**config.mk**
```make
export PLATFORM = sky130hd
export DESIGN_NAME = fetch_ctrl_flat
export DESIGN_NICKNAME = d
export VERILOG_FILES = /design/src/rtl/fetch_ctrl_if.sv /design/src/rtl/fetch_ctrl.sv /design/src/flat_wrapper.sv
export SDC_FILE = /design/constraint.sdc
export NUM_CORES = 1
export LEC_CHECK = 0
export CAP_MARGIN = 15
export CORE_ASPECT_RATIO = 0.75
export CORE_MARGIN = 2
export CORE_UTILIZATION = 42
export CTS_CLUSTER_DIAMETER = 60
export DETAILED_ROUTE_END_ITERATION = 7
export PLACE_DENSITY = 0.77
export RECOVER_POWER = 100
export SLEW_MARGIN = 10
export SYNTH_ARGS = -nofsm -noshare
export SYNTH_HDL_FRONTEND = slang
export SYNTH_SLANG_ARGS = --single-unit
```
**constraint.sdc**
```tcl
create_clock -name clk -period 2.9 [get_ports clk]
set_input_delay 0.435 -clock clk [delete_from_list [all_inputs] [get_ports clk]]
set_output_delay 0.435 -clock clk [all_outputs]
set_load 0.02 [all_outputs]
```
**src/rtl/fetch_ctrl_if.sv**
```systemverilog
// fetch_ctrl_if: bundles the instruction-memory port, the output handshake and the
// control inputs of the fetch controller.
//   master : the fetch controller (drives imem_addr, out_*, halted, inst_count)
//   slave  : memory / consumer / control side
interface fetch_ctrl_if;
    logic        start;
    logic [4:0]  imem_addr;
    logic [31:0] imem_inst;
    logic        out_valid;
    logic        out_ready;
    logic [31:0] out_inst;
    logic [4:0]  out_pc;
    logic        redirect;
    logic [4:0]  redirect_pc;
    logic        halted;
    logic [7:0]  inst_count;

    modport master (
        input  start, imem_inst, out_ready, redirect, redirect_pc,
        output imem_addr, out_valid, out_inst, out_pc, halted, inst_count
    );

    modport slave (
        output start, imem_inst, out_ready, redirect, redirect_pc,
        input  imem_addr, out_valid, out_inst, out_pc, halted, inst_count
    );
endinterface

```
**src/rtl/fetch_ctrl.sv**
```systemverilog
// fetch_ctrl: sequential instruction fetch with a one-entry valid/ready output stage.
// Fetches from START_ADDR upward, presents each word with its address, stops on a zero
// word or after LAST_ADDR, and restarts from redirect_pc on a redirect.
// Ports:
//   clk   - clock, all state changes on the rising edge
//   rst_n - asynchronous active-low reset
//   bus   - fetch_ctrl_if.master: imem_addr/imem_inst memory port, out_valid/out_ready/
//           out_inst/out_pc output stage, start/redirect/redirect_pc control,
//           halted and inst_count status
module fetch_ctrl #(
    parameter logic [4:0] START_ADDR = 5'd1,
    parameter logic [4:0] LAST_ADDR  = 5'd31
) (
    input  logic         clk,
    input  logic         rst_n,
    fetch_ctrl_if.master bus
);

    typedef enum logic [1:0] {StIdle, StFetch, StHalt} state_e;

    state_e      state_q, state_d;
    logic [4:0]  pc_q, pc_d;
    logic        out_valid_q, out_valid_d;
    logic [31:0] out_inst_q, out_inst_d;
    logic [4:0]  out_pc_q, out_pc_d;
    logic [7:0]  count_q, count_d;

    logic xfer;
    logic capture;
    logic zero_word;

    assign xfer      = out_valid_q && bus.out_ready;
    // The output slot is free (or being emptied this cycle) and no flush is pending.
    assign capture   = (state_q == StFetch) && !bus.redirect && (!out_valid_q || bus.out_ready);
    assign zero_word = (bus.imem_inst == 32'h0);

    // State register
    always_ff @(posedge clk or negedge rst_n) begin
        if (!rst_n) begin
            state_q <= StIdle;
        end else begin
            state_q <= state_d;
        end
    end

    // Next-state logic
    always_comb begin
        state_d = state_q;
        unique case (state_q)
            StIdle: begin
                if (bus.start) state_d = StFetch;
            end
            StFetch: begin
                if (capture && (zero_word || pc_q == LAST_ADDR)) state_d = StHalt;
            end
            StHalt: begin
                if (bus.redirect) state_d = StFetch;
            end
            default: state_d = StIdle;
        endcase
    end

    // FSM outputs
    always_comb begin
        bus.halted = (state_q == StHalt);
    end

    // Datapath registers
    always_ff @(posedge clk or negedge rst_n) begin
        if (!rst_n) begin
            pc_q        <= 5'd0;
            out_valid_q <= 1'b0;
            out_inst_q  <= 32'h0;
            out_pc_q    <= 5'd0;
            count_q     <= 8'd0;
        end else begin
            pc_q        <= pc_d;
            out_valid_q <= out_valid_d;
            out_inst_q  <= out_inst_d;
            out_pc_q    <= out_pc_d;
            count_q     <= count_d;
        end
    end

    // Datapath next-state
    always_comb begin
        pc_d        = pc_q;
        out_valid_d = out_valid_q;
        out_inst_d  = out_inst_q;
        out_pc_d    = out_pc_q;
        count_d     = count_q;

        // A completed transfer empties the slot unless a capture refills it below.
        if (xfer) begin
            out_valid_d = 1'b0;
            if (count_q != 8'hff) count_d = count_q + 8'd1;
        end

        unique case (state_q)
            StIdle: begin
                if (bus.start) pc_d = START_ADDR;
            end
            StFetch, StHalt: begin
                if (bus.redirect) begin
                    out_valid_d = 1'b0;
                    pc_d        = bus.redirect_pc;
                end else if (capture && !zero_word) begin
                    out_valid_d = 1'b1;
                    out_inst_d  = bus.imem_inst;
                    out_pc_d    = pc_q;
                    // LAST_ADDR halts instead of wrapping back to the zero entry.
                    if (pc_q != LAST_ADDR) pc_d = pc_q + 5'd1;
                end
            end
            default: ;
        endcase
    end

    assign bus.imem_addr  = pc_q;
    assign bus.out_valid  = out_valid_q;
    assign bus.out_inst   = out_inst_q;
    assign bus.out_pc     = out_pc_q;
    assign bus.inst_count = count_q;

endmodule

```
**src/flat_wrapper.sv**
```systemverilog
// flat-port wrapper written by rule: the top's interface ports become plain ports
module fetch_ctrl_flat 
#(
    parameter logic [4:0] START_ADDR = 5'd1,
    parameter logic [4:0] LAST_ADDR  = 5'd31
)
  (clk, rst_n, bus_start, bus_imem_inst, bus_out_ready, bus_redirect, bus_redirect_pc, bus_imem_addr, bus_out_valid, bus_out_inst, bus_out_pc, bus_halted, bus_inst_count);
  fetch_ctrl_if bus_i ();
  input  logic clk;
  input  logic rst_n;
  input wire logic [$bits(bus_i.start)-1:0] bus_start;
  input wire logic [$bits(bus_i.imem_inst)-1:0] bus_imem_inst;
  input wire logic [$bits(bus_i.out_ready)-1:0] bus_out_ready;
  input wire logic [$bits(bus_i.redirect)-1:0] bus_redirect;
  input wire logic [$bits(bus_i.redirect_pc)-1:0] bus_redirect_pc;
  output wire logic [$bits(bus_i.imem_addr)-1:0] bus_imem_addr;
  output wire logic [$bits(bus_i.out_valid)-1:0] bus_out_valid;
  output wire logic [$bits(bus_i.out_inst)-1:0] bus_out_inst;
  output wire logic [$bits(bus_i.out_pc)-1:0] bus_out_pc;
  output wire logic [$bits(bus_i.halted)-1:0] bus_halted;
  output wire logic [$bits(bus_i.inst_count)-1:0] bus_inst_count;
  assign bus_i.start = bus_start;
  assign bus_i.imem_inst = bus_imem_inst;
  assign bus_i.out_ready = bus_out_ready;
  assign bus_i.redirect = bus_redirect;
  assign bus_i.redirect_pc = bus_redirect_pc;
  assign bus_imem_addr = bus_i.imem_addr;
  assign bus_out_valid = bus_i.out_valid;
  assign bus_out_inst = bus_i.out_inst;
  assign bus_out_pc = bus_i.out_pc;
  assign bus_halted = bus_i.halted;
  assign bus_inst_count = bus_i.inst_count;
  fetch_ctrl #(.START_ADDR(START_ADDR), .LAST_ADDR(LAST_ADDR)) u_core (.clk(clk), .rst_n(rst_n), .bus(bus_i));
endmodule
```
Yosys cells after proc, flatten, opt, wreduce, memory -nomap -nowiden
Cells that the tools add are included.
{ "word_totals": {"out_inout_bits": 52, "memories": 0, "romBits": 0, "word_cells": 50, "latchBits": 0, "regBits": 53, "ramBits": 0, "input_bits": 42} }
{ "classes": {"order_cmp": 0, "n_shift": 0, "bitwise": 1, "eq_ne": 10, "n_reduce_logical": 18, "n_mul": 0, "mux": 13, "div_mod_pow": 0, "n_addsub": 2} }
{ "ops": {"columns": ["cell", "n"], "rows": [
  ["$logic_not A32 Y1", 1],
  ["$mux W5", 4],
  ["$pmux W5 S2", 1],
  ["$add A8 B1 Y8 const B", 1],
  ["$ne A8 B8 Y1 const B", 1],
  ["$mux W2", 3],
  ["$ne A2 B2 Y1 const B", 3],
  ["$ne A3 B2 Y1 const B", 2],
  ["$pmux W2 S3", 1],
  ["$reduce_and A3 Y1", 2],
  ["$add A5 B1 Y5 const B", 1],
  ["$eq A5 B5 Y1 const B", 1],
  ["$logic_and A1 B1 Y1", 5],
  ["$ne A5 B5 Y1 const B", 1],
  ["$mux W1", 4],
  ["$reduce_and A4 Y1", 1],
  ["$logic_not A1 Y1", 3],
  ["$eq A2 B1 Y1 const B", 1],
  ["$eq A2 B2 Y1 const B", 1],
  ["$logic_not A2 Y1", 1],
  ["$logic_or A1 B1 Y1", 2],
  ["$reduce_and A2 Y1", 1],
  ["$reduce_bool A2 Y1", 1],
  ["$reduce_or A2 Y1", 1],
  ["$not A1 Y1", 1]
]} }

Logic depth before layout (Yosys ltp)
{ "depth": {"ltp_word": 7, "mapped_depth": 8, "ltp_nobuf": 7} }

Least setup slack after synthesis
No wires, ideal clock.
{ "synth_path": {"path_kind": "register to register", "start": "register u_core.pc_q[0] (netlist: u_core.bus.imem_addr[0])", "end": "register u_core.pc_q[1] (netlist: u_core.bus.imem_addr[1])", "required_ns": 2.775, "stages_incl_launch_ff": 8, "setup_ns": 0.125, "path_buffers": 0, "period_less_slack_ns": 2.001, "slack_ns": 0.899, "t_arrival_ns": 1.876, "cell_sequence": "dfrtp_1 > ha_1 > and3_1 > ha_1 > inv_1 > o21ai_1 > o21ai_1 > mux2_2"} }
{ "synth_via": {"elab_chain_cells": 5, "elab_cells_between_ends": 8, "classes_between": "add/sub: 1; eq/ne: 2; mux: 4; reduce/logical: 1"} }
{ "synth_rtl": {"columns": ["element", "line", "rtl"], "rows": [
  ["start: declaration", "fetch_ctrl.sv:22", "logic [4:0] pc_q, pc_d;"],
  ["start signal: assignment", "fetch_ctrl.sv:77", "pc_q <= pc_d;"],
  ["$add A5 B1 Y5", "fetch_ctrl.sv:112", "if (pc_q != LAST_ADDR) pc_d = pc_q + 5'd1;"],
  ["$mux W5", "fetch_ctrl.sv:112", null],
  ["$mux W5", "fetch_ctrl.sv:107", "end else if (capture && !zero_word) begin"],
  ["$mux W5", "fetch_ctrl.sv:104", "if (bus.redirect) begin"],
  ["$pmux W5 S2", "fetch_ctrl.sv:99", "unique case (state_q)"]
]} }
Parallel ways exist; a longest one is shown, timed or not. The select of a mux whose other input is x is not followed.
A chain may end at the register's enable or synchronous reset.

Worst setup path after layout
{ "layout_path": {"start": "input bus_imem_inst[6]", "end": "register u_core.out_inst_q[22] (netlist: u_core.bus.out_inst[22])"} }
{ "layout_via": {"elab_chain_cells": 4} }
{ "layout_rtl": {"columns": ["element", "line", "rtl"], "rows": [
  ["start: declaration", "flat_wrapper.sv:12", "input wire logic [$bits(bus_i.imem_inst)-1:0] bus_imem_inst;"],
  ["$logic_not A32 Y1", "fetch_ctrl.sv:35", "assign zero_word = (bus.imem_inst == 32'h0);"],
  ["$logic_not A1 Y1", "fetch_ctrl.sv:107", null],
  ["$logic_and A1 B1 Y1", "fetch_ctrl.sv:107", null],
  ["$reduce_and A3 Y1 (no source line)", null, null],
  ["end signal: assignment", "fetch_ctrl.sv:79", "out_inst_q <= out_inst_d;"],
  ["end: declaration", "fetch_ctrl.sv:24", "logic [31:0] out_inst_q, out_inst_d;"]
]} }
Every way passes these cells.

==> impl_results.md <==
- Vias in the first global route: 1888
- DR WL/cell: 15.2 um
- Crit path largest cell delay: 0.55 ns
- Worst EP arrival: 2.69 ns
- Non-filler instance count after layout: 370
- # rows: 24
- Final Max Slew Viols: 32
- Critical path class: in2reg
- Status: finished with violations
- Yosys reg bits: 53
- CTS tree: yes
- Clock transition at path regs: 0.10 ns
- Ant diodes: 0
- Chip width: 92.1 um
- Setup Buffers After CTS: 0
- Final wirelength: 5640 um
- Critical path's slowest cell: dlygate4sd3_1
- Max-cap viol count: 1
- GRT Util Overall: 18.4%
- Largest net degree at the start of global routing: 32
- Fin crit share: 86.0%
- Worst setup path endpoint: u_core.bus.out_inst[22]
- Share of cells above drive strength 1: 12.3%
- CTS max path bufs: 2
- Final hold viol count: 0
- Die ar.: 6450 um^2
- Peak supply drop: 0.000515 V
- Crit-path max FO: 7
- Lkg Pwr: 1.60 nW
- Mapped Area: 2440 um^2
- DIE HEIGHT: 70.1 um
- FF-to-FF setup slack: 0.64 ns
- Critical path origin: bus_imem_inst[6]
- Setup crit end kind: register
- H-tree levels: 2
- Worst Tran Pin Value: 1.66 ns
- CP Cell Sequence: dlygate4sd3_1, nor4_1, nand4_1, o211ai_4, clkbuf_1, mux2_2
- Port Buffers: 93
- Startpoint Class: primary input
- Reg-to-reg critical path endpoint: u_core.bus.imem_addr[1]
- Worst skew pair latency: 0.30 ns
- Post-synth cell types: 33
- Core Region: 5710 um^2
- Layout area overhead: 46.0%
- First-pass iteration count of the detailed router: 4
- Starting Density: 42.9%
- Cts bufs inserted: 5
- Cell count after synthesis: 190
- Fin nets: 342
- GPL Wtd Cong: 0.849
- I/O pins: 94
- Inst Count DP: 362
- Reg2Reg Launch Point: u_core.bus.imem_addr[0]
- CTS Hold Buffers Added: 0
- Post-Route Utilization: 62.5%
- Violated checks: capacitance limit, slew limit
- Post-synthesis sequential area ratio: 54.2%
- Required time of the critical path: 3.09 ns
- Fmax: 0.401 GHz
- Initial antenna violation count: 0
- Root buf cell: clkbuf_8
- DR vias: 1896
- YS warnings: 0
- Async SR Flop Fraction: 100%
- Worst reg2reg path depth: 7
- Overflow after GRT: 0
- Filler instances: 451
- Clock Skews: 0.00917 ns
- Hold Path Class: reg2reg
- Most frequent cells in the layout: dlygate4sd3_1 (53), dfrtp_1 (53), clkdlybuf4s50_1 (39)
- PD cells: 999 nW/um^2
- Initial DRC Count: 79
- Via-to-Cell Ratio: 5.12
- Dpl hpwl: 4350 um
- Syn Area/Cell: 12.9 um^2
- Synthesized net count: 241
- Sinks on Clock Net: 53
- Number of flops mapped to enable cells by yosys: 0
- Final number of setup-violating endpoints: 0
- Antenna-violating nets left: 0
- Post-CTS sizing: 0
- Relative slew slack: -10.8%
- Fin crit period: 2.49 ns
- Unrepaired setup endpoints after global routing: false
- Residual DRC count: 0
- Setup TNS: 0 ns
- First-pass GRT wire length: 9430 um
- Synth Flop Type: dfrtp_1
## cell usage after synthesis (all sizes together), types with 2 or more instances
cell / instances / area (um^2)
inv: 5 / 18.8
nor2b: 5 / 31.3
dfrtp: 53 / 1330
o21ai: 2 / 10.0
ha: 9 / 113
a21oi: 3 / 15.0
a31oi: 2 / 12.5
nor3: 2 / 21.3
nor2: 9 / 33.8
xnor2: 3 / 26.3
nand2: 12 / 45.0
o211ai: 3 / 27.5
xor2: 4 / 35.0
nand3: 6 / 30.0
buf: 5 / 40.0
nor4: 8 / 50.1
mux2i: 2 / 20.0
nand4: 6 / 37.5
mux2: 42 / 473
## sequential cells by signal, summed over array words and instances, names as in the netlist
| signal | flops |
|---|---|
| u_core.bus.inst_count | 8 |
| u_core.bus.out_valid | 1 |
| u_core.bus.imem_addr | 5 |
| u_core.bus.out_pc | 5 |
| u_core.state_q | 2 |
| u_core.bus.out_inst | 32 |
## per-stage QoR
step           instance area, um^2  power (mW)  hold slack (ns)  worst slack (ns)
2_1_floorplan                 2440        2.40            0.139             0.899
3_3_place_gp                  3490        3.27            0.473             0.305
3_5_place_dp                  3490        3.32            0.480             0.285
4_1_cts                       3580        3.74            0.191             0.608
5_1_grt                       3570        3.82            0.512             0.248
6_report                      3570        3.56            0.490             0.405
## cells by family after synthesis
logic type      count (synthesis)  share of synthesized area, %
simple gates                   49                          10.4
fa+ha+maj                       9                          4.61
flops                          53                          54.2
compound gates                 18                          5.63
buf+inv                        10                          2.41
xor+xnor                        7                          2.51
mux                            44                          20.2
## how the worst min path moves through the flow
stage                                 start                      end  slack, ns  cells after the start
global placement     u_core.bus.out_inst[3]   u_core.bus.out_inst[3]       0.47                      1
global route        u_core.bus.out_inst[17]  u_core.bus.out_inst[17]       0.51                      1
finish               u_core.bus.out_inst[4]   u_core.bus.out_inst[4]       0.49                      1
detailed placement   u_core.bus.out_inst[4]   u_core.bus.out_inst[4]       0.48                      1
floorplan                             rst_n  u_core.bus.imem_addr[0]       0.14                      0
CTS                                   rst_n  u_core.bus.out_inst[19]       0.19                      1
## power breakdown
| part | total, mW | switching [mW] | internal, mW |
|---|---|---|---|
| clock | 0.415 | 0.242 | 0.173 |
| combinational | 1.86 | 0.949 | 0.912 |
| sequential | 1.29 | 0.219 | 1.07 |
## critical path, delay by kind of cell
kind,cells,cell delay (ns)
mux,1,0.38
buf+inv,2,0.84
simple gates,2,0.67
compound gates,1,0.35
## area by class of cell
cell class / count / area, um^2 / area share (%)
well taps: 78 / 97.6 / 2.73
repair buffers: 99 / 971 / 27.2
inverters: 5 / 18.8 / 0.526
multi-input cells: 127 / 1070 / 29.9
clock inverters: 2 / 13.8 / 0.386
clock buffers: 6 / 72.6 / 2.03
flip-flops and latches: 53 / 1330 / 37.2
## layer usage
metal  GRT usage (%)  part of all wire (%)  vias up  routed length [um]
met1            26.5                    49      924                2740
met5               0                     0        -                   0
met3            5.18                   7.1        2                 401
met4            2.49                  0.21        0                  12
met2            28.7                    44       71                2480
li1                -                     -      899                   -
(Power assumes the default switching activity.)
